--- config.mk ---
export PLATFORM = sky130hd
export DESIGN_NAME = pipe_hazard_ctrl
export DESIGN_NICKNAME = d
export VERILOG_FILES = /design/src/rtl/pipe_ctrl_pkg.sv /design/src/rtl/load_use_detect.sv /design/src/rtl/pipe_hazard_ctrl.sv
export SDC_FILE = /design/constraint.sdc
export NUM_CORES = 1
export LEC_CHECK = 0
export ABC_AREA = 0
export BUFFER_PORTS_ARGS = -buffer_cell sky130_fd_sc_hd__clkbuf_2
export CORE_MARGIN = 8
export CORE_UTILIZATION = 42
export CTS_CLUSTER_DIAMETER = 40
export CTS_CLUSTER_SIZE = 28
export DETAILED_ROUTE_END_ITERATION = 10
export PLACE_DENSITY_LB_ADDON = 0.25
export RECOVER_POWER = 25
export SETUP_SLACK_MARGIN = 0.2
export SYNTH_ARGS = -nofsm -noshare
export SYNTH_HDL_FRONTEND = slang
export SYNTH_HIERARCHICAL = 1
export SYNTH_SLANG_ARGS = --single-unit
--- constraint.sdc ---
create_clock -name clk -period 5.8 [get_ports clk]
set_input_delay 1.16 -clock clk [delete_from_list [all_inputs] [get_ports clk]]
set_output_delay 1.16 -clock clk [all_outputs]
set_load 0.005 [all_outputs]
--- src/rtl/pipe_ctrl_pkg.sv ---
// Shared types for the pipeline hazard sequencer: state encoding and control bundle.
// Latency: n/a (types and constants only).
// Backpressure: n/a.
package pipe_ctrl_pkg;

  localparam int REG_ADDR_W_DEF = 5;

  typedef enum logic [1:0] {
    RUN     = 2'b00,
    MC_BUSY = 2'b01
  } state_e;

  typedef struct packed {
    logic pc_write;
    logic if_id_write;
    logic if_id_flush;
    logic id_ex_write;
    logic id_ex_flush;
    logic ex_mem_bubble;
  } ctrl_t;

  // Free-running pipe: everything loads, nothing is squashed.
  localparam ctrl_t CTRL_DEFAULT = 6'b110100;
  // Reset: hold PC and registers, flush every stage to NOP.
  localparam ctrl_t CTRL_RESET   = 6'b001011;
  // Data-memory freeze: nothing moves, nothing is squashed.
  localparam ctrl_t CTRL_FREEZE  = 6'b000000;
  // Multi-cycle op in EX: front end frozen, bubbles drain into EX/MEM.
  localparam ctrl_t CTRL_MC      = 6'b000001;
  // Load-use: hold IF/ID and PC, push one bubble into ID/EX.
  localparam ctrl_t CTRL_LU      = 6'b000110;
  // Taken branch: fetch the target, squash the two wrong-path instructions.
  localparam ctrl_t CTRL_BRANCH  = 6'b111110;

endpackage

--- src/rtl/load_use_detect.sv ---
// Load-use comparator: flags an ID source register produced by a load still in EX.
// Latency: purely combinational.
// Backpressure: none; consumer decides how to stall.
module load_use_detect
  import pipe_ctrl_pkg::*;
#(
  parameter int REG_ADDR_W = REG_ADDR_W_DEF
) (
  input  logic [REG_ADDR_W-1:0] id_rs1_i,
  input  logic [REG_ADDR_W-1:0] id_rs2_i,
  input  logic                  id_use_rs1_i,
  input  logic                  id_use_rs2_i,
  input  logic [REG_ADDR_W-1:0] ex_rd_i,
  input  logic                  ex_mem_read_i,
  output logic                  hit_o
);

  // x0 is hardwired zero, so a load targeting it never creates a dependency.
  always_comb begin
    hit_o = ex_mem_read_i && (ex_rd_i != '0) &&
            ((id_use_rs1_i && (id_rs1_i == ex_rd_i)) ||
             (id_use_rs2_i && (id_rs2_i == ex_rd_i)));
  end

endmodule

--- src/rtl/pipe_hazard_ctrl.sv ---
// Hazard/stall sequencer: PC, IF/ID, ID/EX enables and flushes, EX/MEM bubble, stall counter.
// Latency: controls are combinational from registered state and current inputs (zero-cycle response).
// Backpressure: mem_stall freezes the whole pipe and holds all sequencer state.
module pipe_hazard_ctrl
  import pipe_ctrl_pkg::*;
#(
  parameter int REG_ADDR_W = REG_ADDR_W_DEF,
  parameter int MC_LAT     = 4,
  parameter int CNT_W      = 16
) (
  input  logic                  clk,
  input  logic                  reset,
  input  logic [REG_ADDR_W-1:0] id_rs1,
  input  logic [REG_ADDR_W-1:0] id_rs2,
  input  logic                  id_use_rs1,
  input  logic                  id_use_rs2,
  input  logic [REG_ADDR_W-1:0] ex_rd,
  input  logic                  ex_mem_read,
  input  logic                  ex_branch_taken,
  input  logic                  ex_mc_start,
  input  logic                  mem_stall,
  output logic                  pc_write,
  output logic                  if_id_write,
  output logic                  if_id_flush,
  output logic                  id_ex_write,
  output logic                  id_ex_flush,
  output logic                  ex_mem_bubble,
  output logic [1:0]            state,
  output logic [CNT_W-1:0]      stall_count
);

  localparam int CW = $clog2(MC_LAT);
  // The start cycle is already frozen, so the counter covers the remaining MC_LAT-2 frozen cycles.
  localparam logic [CW-1:0] CNT_LOAD = CW'(MC_LAT - 2);

  state_e           state_q, state_d;
  logic [CW-1:0]    cnt_q, cnt_d;
  logic [CNT_W-1:0] stall_q, stall_d;
  ctrl_t            ctrl;
  logic             lu_hit;

  load_use_detect #(.REG_ADDR_W(REG_ADDR_W)) u_lu (
    .id_rs1_i      (id_rs1),
    .id_rs2_i      (id_rs2),
    .id_use_rs1_i  (id_use_rs1),
    .id_use_rs2_i  (id_use_rs2),
    .ex_rd_i       (ex_rd),
    .ex_mem_read_i (ex_mem_read),
    .hit_o         (lu_hit)
  );

  // State, multi-cycle countdown and stall counter registers.
  always_ff @(posedge clk) begin
    if (reset) begin
      state_q <= RUN;
      cnt_q   <= '0;
      stall_q <= '0;
    end else begin
      state_q <= state_d;
      cnt_q   <= cnt_d;
      stall_q <= stall_d;
    end
  end

  // Next state: a memory stall holds everything; a branch outranks a multi-cycle start.
  always_comb begin
    state_d = state_q;
    cnt_d   = cnt_q;
    if (!mem_stall) begin
      case (state_q)
        RUN: begin
          if (!ex_branch_taken && ex_mc_start) begin
            state_d = MC_BUSY;
            cnt_d   = CNT_LOAD;
          end
        end
        MC_BUSY: begin
          if (cnt_q != '0) cnt_d = cnt_q - CW'(1);
          else             state_d = RUN;
        end
        default: state_d = RUN;
      endcase
    end
  end

  // Control outputs in priority order; MC_BUSY ignores branch, load and start inputs.
  always_comb begin
    ctrl = CTRL_DEFAULT;
    if (reset) begin
      ctrl = CTRL_RESET;
    end else if (mem_stall) begin
      ctrl = CTRL_FREEZE;
    end else begin
      case (state_q)
        RUN: begin
          if (ex_branch_taken)  ctrl = CTRL_BRANCH;
          else if (ex_mc_start) ctrl = CTRL_MC;
          else if (lu_hit)      ctrl = CTRL_LU;
        end
        MC_BUSY: begin
          if (cnt_q != '0) ctrl = CTRL_MC;
        end
        default: ctrl = CTRL_DEFAULT;
      endcase
    end
  end

  // Saturating count of cycles where the PC did not advance.
  always_comb begin
    stall_d = stall_q;
    if (!ctrl.pc_write && (stall_q != '1)) stall_d = stall_q + CNT_W'(1);
  end

  assign pc_write      = ctrl.pc_write;
  assign if_id_write   = ctrl.if_id_write;
  assign if_id_flush   = ctrl.if_id_flush;
  assign id_ex_write   = ctrl.id_ex_write;
  assign id_ex_flush   = ctrl.id_ex_flush;
  assign ex_mem_bubble = ctrl.ex_mem_bubble;
  assign state         = state_q;
  assign stall_count   = stall_q;

endmodule
==> flow_summary.toml, run 1 <==
[status]
status = "completed"

[sta]
rsz0062_at_grt = "no"
tightest_slew_ns = 0.9996
fmax_mhz = 263.4
setup_viol = 0
timing.final.crit_share_pct = 65.46
final.setup.tns_ns = 0
fin_crit_ns = 3.796
holdWs_ns = 0.5167
finalClockSkew_ns = 0.005677
slew_violations = 0
slew_headroom_pct = 33.36
hold_viol = 0

[synth]
syn_nets = 166
synth.distinct_cells = 41
synthCells = 141
yosysSeqAreaShare_pct = 30.68
synth_seq_cells = 19
postSynthAreaPerCell_um2 = 8.794
syn_area_um2 = 1240
synth-warning-count = 6

[critical_path]
worstPathRequired_ns = 4.64
cp-start-kind = "primary input"
critPathLaunch = "ex_rd[0]"
slowest_delay_ns = 0.40
crit_chain = "clkbuf_2 > xor2_1 > nor4_2 > nand3_1 > a21oi_1 > nor2_1 > o311a_4 > clkbuf_2"
ff2ff_path_depth = 6
critPathBufInv = 2
cp_max_fo = 17
r2r-start = "stall_count[0]"
critical_path_class = "in -> out"
worst_setup_path_end_kind = "primary output"
path_depth = 8
critPathTopFamily = "compound AO/OA/AOI/OAI gates"
crit_top_cell = "clkbuf_2"
worstPathArrival_ns = 2.64
crit_slowest_cell = "o311a_4"

[clock_tree]
cts.sinks = 19
cts_setup_buffers = 0
insertion_delay_ns = 0.30
htreeDepth = 1
clk_path_buf_depth = 2
cts_resized = 0
cts_root_buf = "clkbuf_4"
clkTransAtPathRegs_ns = 0.11
hold_buffers = 0
numCtsBuffers = 3
cts_tree = "built"

[layout]
drive_gt1_share_pct = 30.43
syn2layout_area_growth_pct = 19.88
mostFrequentLayoutCells = "clkbuf_2, nor2_1, dfxtp_1"
num-fill-cells = 270
layout_commonest_cell = "clkbuf_2"
fin_nets = 210
n_antenna_cell = 0

[grt]
grt_pass1_wl_um = 5140
grtUsageTotal_pct = 11.99
grt_max_degree = 24
overflow = 0
grt_pass1_vias = 1169
antenna_found_initial = 0

[power]
power_frac_comb_pct = 17.1
vdd_drop_max_mv = 0.1417
p_seq_share_pct = 55.4
p_per_area_nw_per_um2 = 168.3
intPower_mw = 0.1806
clkPwrFrac_pct = 27.5
switching_share_pct = 27.80
p_sw_mw = 0.06956
p_leak_nw = 0.5754

[detailed_routing]
drtIter0Drc = 55
dr.pass1.iters = 4
routed_wl_um = 2950
detail_route.wl_per_cell_um = 13.72
vias = 1129
drcViolationCount = 0
vias_per_cell = 5.251
drtAntennaViolNets = 0

[floorplanning]
ios = 47
num_rows = 19
die_area_um2 = 4947
start_util_pct = 44.58
die_height_um = 70.34
core_um2 = 2781
die-width_um = 70.34

[run]
max_cap_viol_count = 0

[place]
gp_congestion = 0.7614
io_buffers = 45
dpl.hpwl_um = 2340

[min_path]
hp-start = "cnt_q[1]"
hold_depth = 2
hp-class = "reg -> reg"
-- per-layer routing --
layer,share of wire (%),GRT usage [%],vias up
met5,0,0,-
met4,0.54,1.563,0
met3,6.5,4.379,2
met2,50,22.03,31
met1,43,12.93,514
li1,-,-,582
-- synthesized netlist by cell type, drive strengths merged --
cell type,count,area (um2)
nor2b,1,6.260
a21o,1,7.510
o311a,1,21.27
nor3b,1,7.510
a31o,1,8.760
nor4,6,71.32
and3,2,12.51
o41ai,1,8.760
and2,1,6.260
nand2,6,22.52
inv,5,18.77
ha,2,25.02
conb,1,3.750
dfxtp,19,380.4
clkbuf,2,7.510
a2111oi,1,15.01
and4bb,1,12.51
a211oi,4,30.03
xnor2,13,113.9
a21oi,4,20.02
nand2b,3,18.77
or2,2,12.51
nand4,1,21.27
mux2i,4,40.04
nand3,7,40.04
buf,4,31.27
o21ai,3,15.01
xor2,8,70.07
nor3,4,20.02
o31a,1,8.760
or4,1,7.510
a311oi,2,17.52
nor4b,4,47.55
nor2,24,90.09
-- flip-flops by register name (all words and copies together), names as in the netlist --
signal,count
stall_count,16
cnt_q,2
state,1
-- per-stage QoR --
| step | worst slack [ns] | util [%] | cells | power, mW | area [um2] |
|---|---|---|---|---|---|
| global route | 1.835 | 53.44 | 215 | 0.2617 | 1486 |
| finish | 2.004 | 53.44 | 215 | 0.2502 | 1486 |
| CTS | 1.991 | 53.76 | 215 | 0.2533 | 1495 |
| global placement | 2.026 | 52.68 | 211 | 0.1833 | 1465 |
| detailed placement | 1.990 | 52.68 | 211 | 0.1849 | 1465 |
| floorplan | 2.142 | - | 141 | 0.1664 | 1240 |
-- final timing paths --
path	to	slack, ns
setup / recovery	pc_write	2.00
hold / removal	cnt_q[1]	0.52
setup reg to reg	stall_count[1]	3.96
hold reg to reg	cnt_q[1]	0.52
-- area by class of cell --
type | count | area, um2 | area share, %
Multi-Input combinational cell | 111 | 802.0 | 53.96
Inverter | 5 | 18.77 | 1.263
Timing Repair Buffer | 45 | 216.5 | 14.56
Clock buffer | 3 | 22.52 | 1.515
Sequential cell | 19 | 380.4 | 25.59
Tap cell | 31 | 38.79 | 2.609
Clock inverter | 1 | 7.507 | 0.5050
-- power by group through the flow --
stage	sequential, mW	clock (mW)	combinational (mW)
2_1_floorplan	0.141	0	0.0254
3_3_place_gp	0.141	0	0.0420
3_5_place_dp	0.142	0	0.0433
4_1_cts	0.139	0.0710	0.0437
5_1_grt	0.140	0.0743	0.0478
6_report	0.139	0.0687	0.0429
-- cells by family after synthesis --
family | share of synthesized area, %
and+or+nand+nor | 31.99
DFF | 30.68
AOI/OAI and AO/OA | 12.31
muxes | 3.229
buffers and inverters | 4.641
xor gates and xnor gates | 14.83
adders and majority gates | 2.018
other | 0.3024
-- worst reg2reg max path: cells and delay by family (launching register included) --
family | cells | cell delay (ns)
AND/OR/NAND/NOR | 3 | 0.57
multiplexers | 1 | 0.19
AO/OA/AOI/OAI | 1 | 0.20
adder cells (fa/ha/maj) | 1 | 0.29
flip-flops | 1 | 0.45
No activity file was read; power rests on OpenSTA's default activity.
==> inputs of run 2 (changes only) <==
Clock period 5.8 ns to 3.1 ns, I/O delays scaled along.
==> run 2 against run 1 <==
Effect of this change: core utilization up 0.27 points; clock-buffer cell count stayed put; clock power up 89%; hold slack got worse by 0.0026 ns; sequential cell count unchanged; clock skew fell by 0.0010 ns; largest cell class unchanged.
==> flow_summary.toml, run 2 (synthesis results as in run 1) <==
[floorplanning]
die_height_um = 70.34
ios = 47
die-width_um = 70.34
die_area_um2 = 4947
core_um2 = 2781
num_rows = 19
start_util_pct = 44.58

[clock_tree]
hold_buffers = 0
htreeDepth = 1
cts_setup_buffers = 0
clk_path_buf_depth = 2
numCtsBuffers = 3
cts_tree = "built"
cts_root_buf = "clkbuf_4"
clkTransAtPathRegs_ns = 0.11
cts.sinks = 19
insertion_delay_ns = 0.31

[layout]
syn2layout_area_growth_pct = 20.48
drive_gt1_share_pct = 31.52
layout_commonest_cell = "clkbuf_2"
mostFrequentLayoutCells = "clkbuf_2, nor2_1, dfxtp_1"
utilization_pct = 53.71
n_antenna_cell = 0
largest_register_ffs = 16
fin_nets = 210
num-fill-cells = 292

[grt]
overflow = 0
grt_pass1_wl_um = 5471
grtUsageTotal_pct = 12.87
antenna_found_initial = 0
grt_pass1_vias = 1253
grt_max_degree = 24

[min_path]
hp-start = "cnt_q[1]"
hp-class = "reg -> reg"

[place]
dpl.hpwl_um = 2483
gp_congestion = 0.7307
io_buffers = 45

[critical_path]
worstPathRequired_ns = 2.48
r2r-start = "stall_count[1]"
critical_path_class = "in -> out"
worstPathArrival_ns = 2.11
cp-start-kind = "primary input"
cp_max_fo = 17
critPathLaunch = "ex_rd[1]"
worst_setup_path_end_kind = "primary output"

[sta]
tightest_slew_ns = 1.009
slew_violations = 0
fin_crit_ns = 2.731
final.setup.tns_ns = 0
fmax_mhz = 366.1
holdWs_ns = 0.5141
finalClockSkew_ns = 0.004668
rsz0062_at_grt = "no"
timing.final.crit_share_pct = 88.10
setup_viol = 0
hold_viol = 0
slew_headroom_pct = 32.70

[status]
status = "completed"

[detailed_routing]
drtIter0Drc = 45
dr.pass1.iters = 4
drtAntennaViolNets = 0
drcViolationCount = 0
routed_wl_um = 3194
vias = 1169
detail_route.wl_per_cell_um = 14.86
vias_per_cell = 5.437

[power]
p_leak_nw = 0.5795
vdd_drop_max_mv = 0.2256
p_per_area_nw_per_um2 = 317.8
p_total_mw = 0.4748

[run]
max_cap_viol_count = 0
-- run 2: where the power goes --
| part | switching (mW) | internal (mW) |
|---|---|---|
| logic | 0.0452 | 0.0395 |
| clock network | 0.0817 | 0.0483 |
| registers | 0.00974 | 0.250 |
-- run 2: worst max-delay path: stages --
cell	delay, ns
clkbuf_2	0.11
xor2_1	0.18
nor4_2	0.31
nand3_1	0.13
a21oi_2	0.15
nor2_1	0.06
o311a_4	0.40
clkbuf_2	0.15
-- run 2: per-layer routing --
metal	vias to the layer above	wire length, um	part of all wire (%)	GRT usage [%]
met1	555	1375	43	13.47
met2	24	1605	50	22.23
li1	583	-	-	-
met4	0	48	1.5	6.473
met3	7	165	5.2	4.379
met5	-	0	0	0
-- run 2: final timing paths --
check | end | slack (ns) | cells after the start
min | cnt_q[1] | 0.51 | 2
max reg2reg | stall_count[1] | 1.20 | 6
min reg2reg | cnt_q[1] | 0.51 | 2
max | pc_write | 0.37 | 8
-- run 2: area by class of cell --
type / count / area (um2) / share of cell area, %
Inverter: 5 / 18.77 / 1.256
Sequential cell: 19 / 380.4 / 25.46
Timing Repair Buffer: 45 / 216.5 / 14.49
Tap cell: 31 / 38.79 / 2.596
Multi-Input combinational cell: 111 / 812.0 / 54.36
Clock inverter: 1 / 5.005 / 0.3350
Clock buffer: 3 / 22.52 / 1.508
-- run 2: repair_timing --
| item | in CTS | in global routing |
|---|---|---|
| hold endpoints to repair | 0 | 0 |
| gates resized for setup | 0 | 2 |
| setup endpoints to repair | 0 | 2 |
-- run 2: per-stage QoR --
step           cell area, um2  std cells  worst slack, ns
2_1_floorplan            1240        141           0.5223
3_3_place_gp             1465        211           0.3950
5_1_grt                  1494        215           0.2311
3_5_place_dp             1465        211           0.2868
4_1_cts                  1493        215           0.3107
6_report                 1494        215           0.3689
==> inputs of run 3 (changes only) <==
Settings changed: CORE_UTILIZATION 42 to 44.
==> run 3 against run 2 <==
Effect of this change: sequential share of layout area increased by 0.17 points; critical path depth is the same; highest routed layer unchanged; largest cell class unchanged; worst setup slack worse by 0.061 ns.
==> flow_summary.toml, run 3 (synthesis results as in run 1) <==
[status]
status = "completed"

[sta]
rsz0062_at_grt = "no"
fin_crit_ns = 2.793
tightest_slew_ns = 0.9652
slew_violations = 0
hold_viol = 0
final.setup.tns_ns = 0
fmax_mhz = 358.1
timing.final.crit_share_pct = 90.08
slew_headroom_pct = 35.66
setup_viol = 0
finalClockSkew_ns = 0.009235

[clock_tree]
numCtsBuffers = 3
cts_setup_buffers = 0
htreeDepth = 1
cts.sinks = 19
cts_root_buf = "clkbuf_4"
hold_buffers = 0
insertion_delay_ns = 0.30
clkTransAtPathRegs_ns = 0.10
clk_path_buf_depth = 2
cts_resized = 0
cts_tree = "built"

[power]
p_per_area_nw_per_um2 = 313.4
p_leak_nw = 0.5799
vdd_drop_max_mv = 0.3076

[critical_path]
critical_path_class = "in -> out"
worstPathRequired_ns = 2.48
worstPathArrival_ns = 2.17
slowest_delay_ns = 0.41
path_depth = 8
crit_slowest_cell = "o311a_4"
worst_setup_path_end_kind = "primary output"
reg2reg_slack_ns = 1.28
ff2ff_path_depth = 6
cp_max_fo = 17
cp-start-kind = "primary input"
crit_chain = "clkbuf_2 > xor2_1 > nor4_2 > nand3_1 > a21oi_1 > nor2_1 > o311a_4 > clkbuf_2"
crit_top_cell = "clkbuf_2"
critPathTopFamily = "compound AO/OA/AOI/OAI gates"
critPathBufInv = 2

[layout]
layout_commonest_cell = "clkbuf_2"
mostFrequentLayoutCells = "clkbuf_2, nor2_1, dfxtp_1"
fin_nets = 210
n_antenna_cell = 0
drive_gt1_share_pct = 30.43
syn2layout_area_growth_pct = 19.68
instances_no_fill = 215
largest_register_ffs = 16

[grt]
grt_pass1_vias = 1145
antenna_found_initial = 0
grt_pass1_wl_um = 4947
grt_max_degree = 24
overflow = 0
grtUsageTotal_pct = 11.97

[place]
numPlacedInstances = 211
io_buffers = 45
gp_congestion = 0.8752
dpl.hpwl_um = 2317

[floorplanning]
core_um2 = 2710
ios = 47
die_area_um2 = 4773
start_util_pct = 45.75
die-width_um = 69.09
die_height_um = 69.09
num_rows = 19

[detailed_routing]
vias_per_cell = 5.340
dr.pass1.iters = 4
routed_wl_um = 2931
detail_route.wl_per_cell_um = 13.63
drtIter0Drc = 24
drtAntennaViolNets = 0
drcViolationCount = 0
vias = 1148

[min_path]
hold_depth = 2
hp-class = "reg -> reg"

[run]
max_cap_viol_count = 0
## run 3: power breakdown
part,switching (mW),internal (mW)
logic,0.0416,0.0384
clock network,0.0756,0.0501
registers,0.00909,0.250
## run 3: final cells by class
class / count / area (um2)
tap: 31 / 38.79
clock buffer: 4 / 26.28
multi-input combinational: 111 / 802.0
sequential: 19 / 380.4
inverter: 5 / 18.77
timing repair buffer: 45 / 217.7
fill: 270 / 1226
## run 3: worst reg2reg max path: cells and delay by family, from the launching register on
family / cells / cell delay (ns)
adder cells (fa/ha/maj): 1 / 0.30
AO/OA/AOI/OAI: 1 / 0.19
flip-flops: 1 / 0.45
AND/OR/NAND/NOR: 3 / 0.57
multiplexers: 1 / 0.18
## run 3: path summary, 6_finish.rpt
path                        start               to
hold reg to reg   stall_count[10]  stall_count[10]
hold / removal    stall_count[10]  stall_count[10]
setup reg to reg   stall_count[0]   stall_count[1]
setup / recovery         ex_rd[0]      if_id_write
## run 3: through the flow
stage                     worst slack [ns]  total power [mW]  instance area, um2  hold slack [ns]  utilization (%)
after floorplan                     0.5223            0.3114                1240           0.4763                -
after global placement              0.3839            0.3430                1465           0.4851            54.06
after detailed placement            0.2392            0.3460                1465           0.5300            54.06
after CTS                           0.2940            0.4733                1491           0.5490            55.03
after global routing                0.2092            0.4964                1484           0.6045            54.76
final                               0.3074            0.4651                1484           0.5471            54.76
## run 3: per-layer routing
layer	GRT usage [%]	vias up	share of wire, %	wire [um]
met2	20.39	31	48	1410
met1	12.87	531	43	1274
met5	0	-	0	0
met4	3.645	0	0.68	20
li1	-	584	-	-
met3	5.436	2	7.7	226
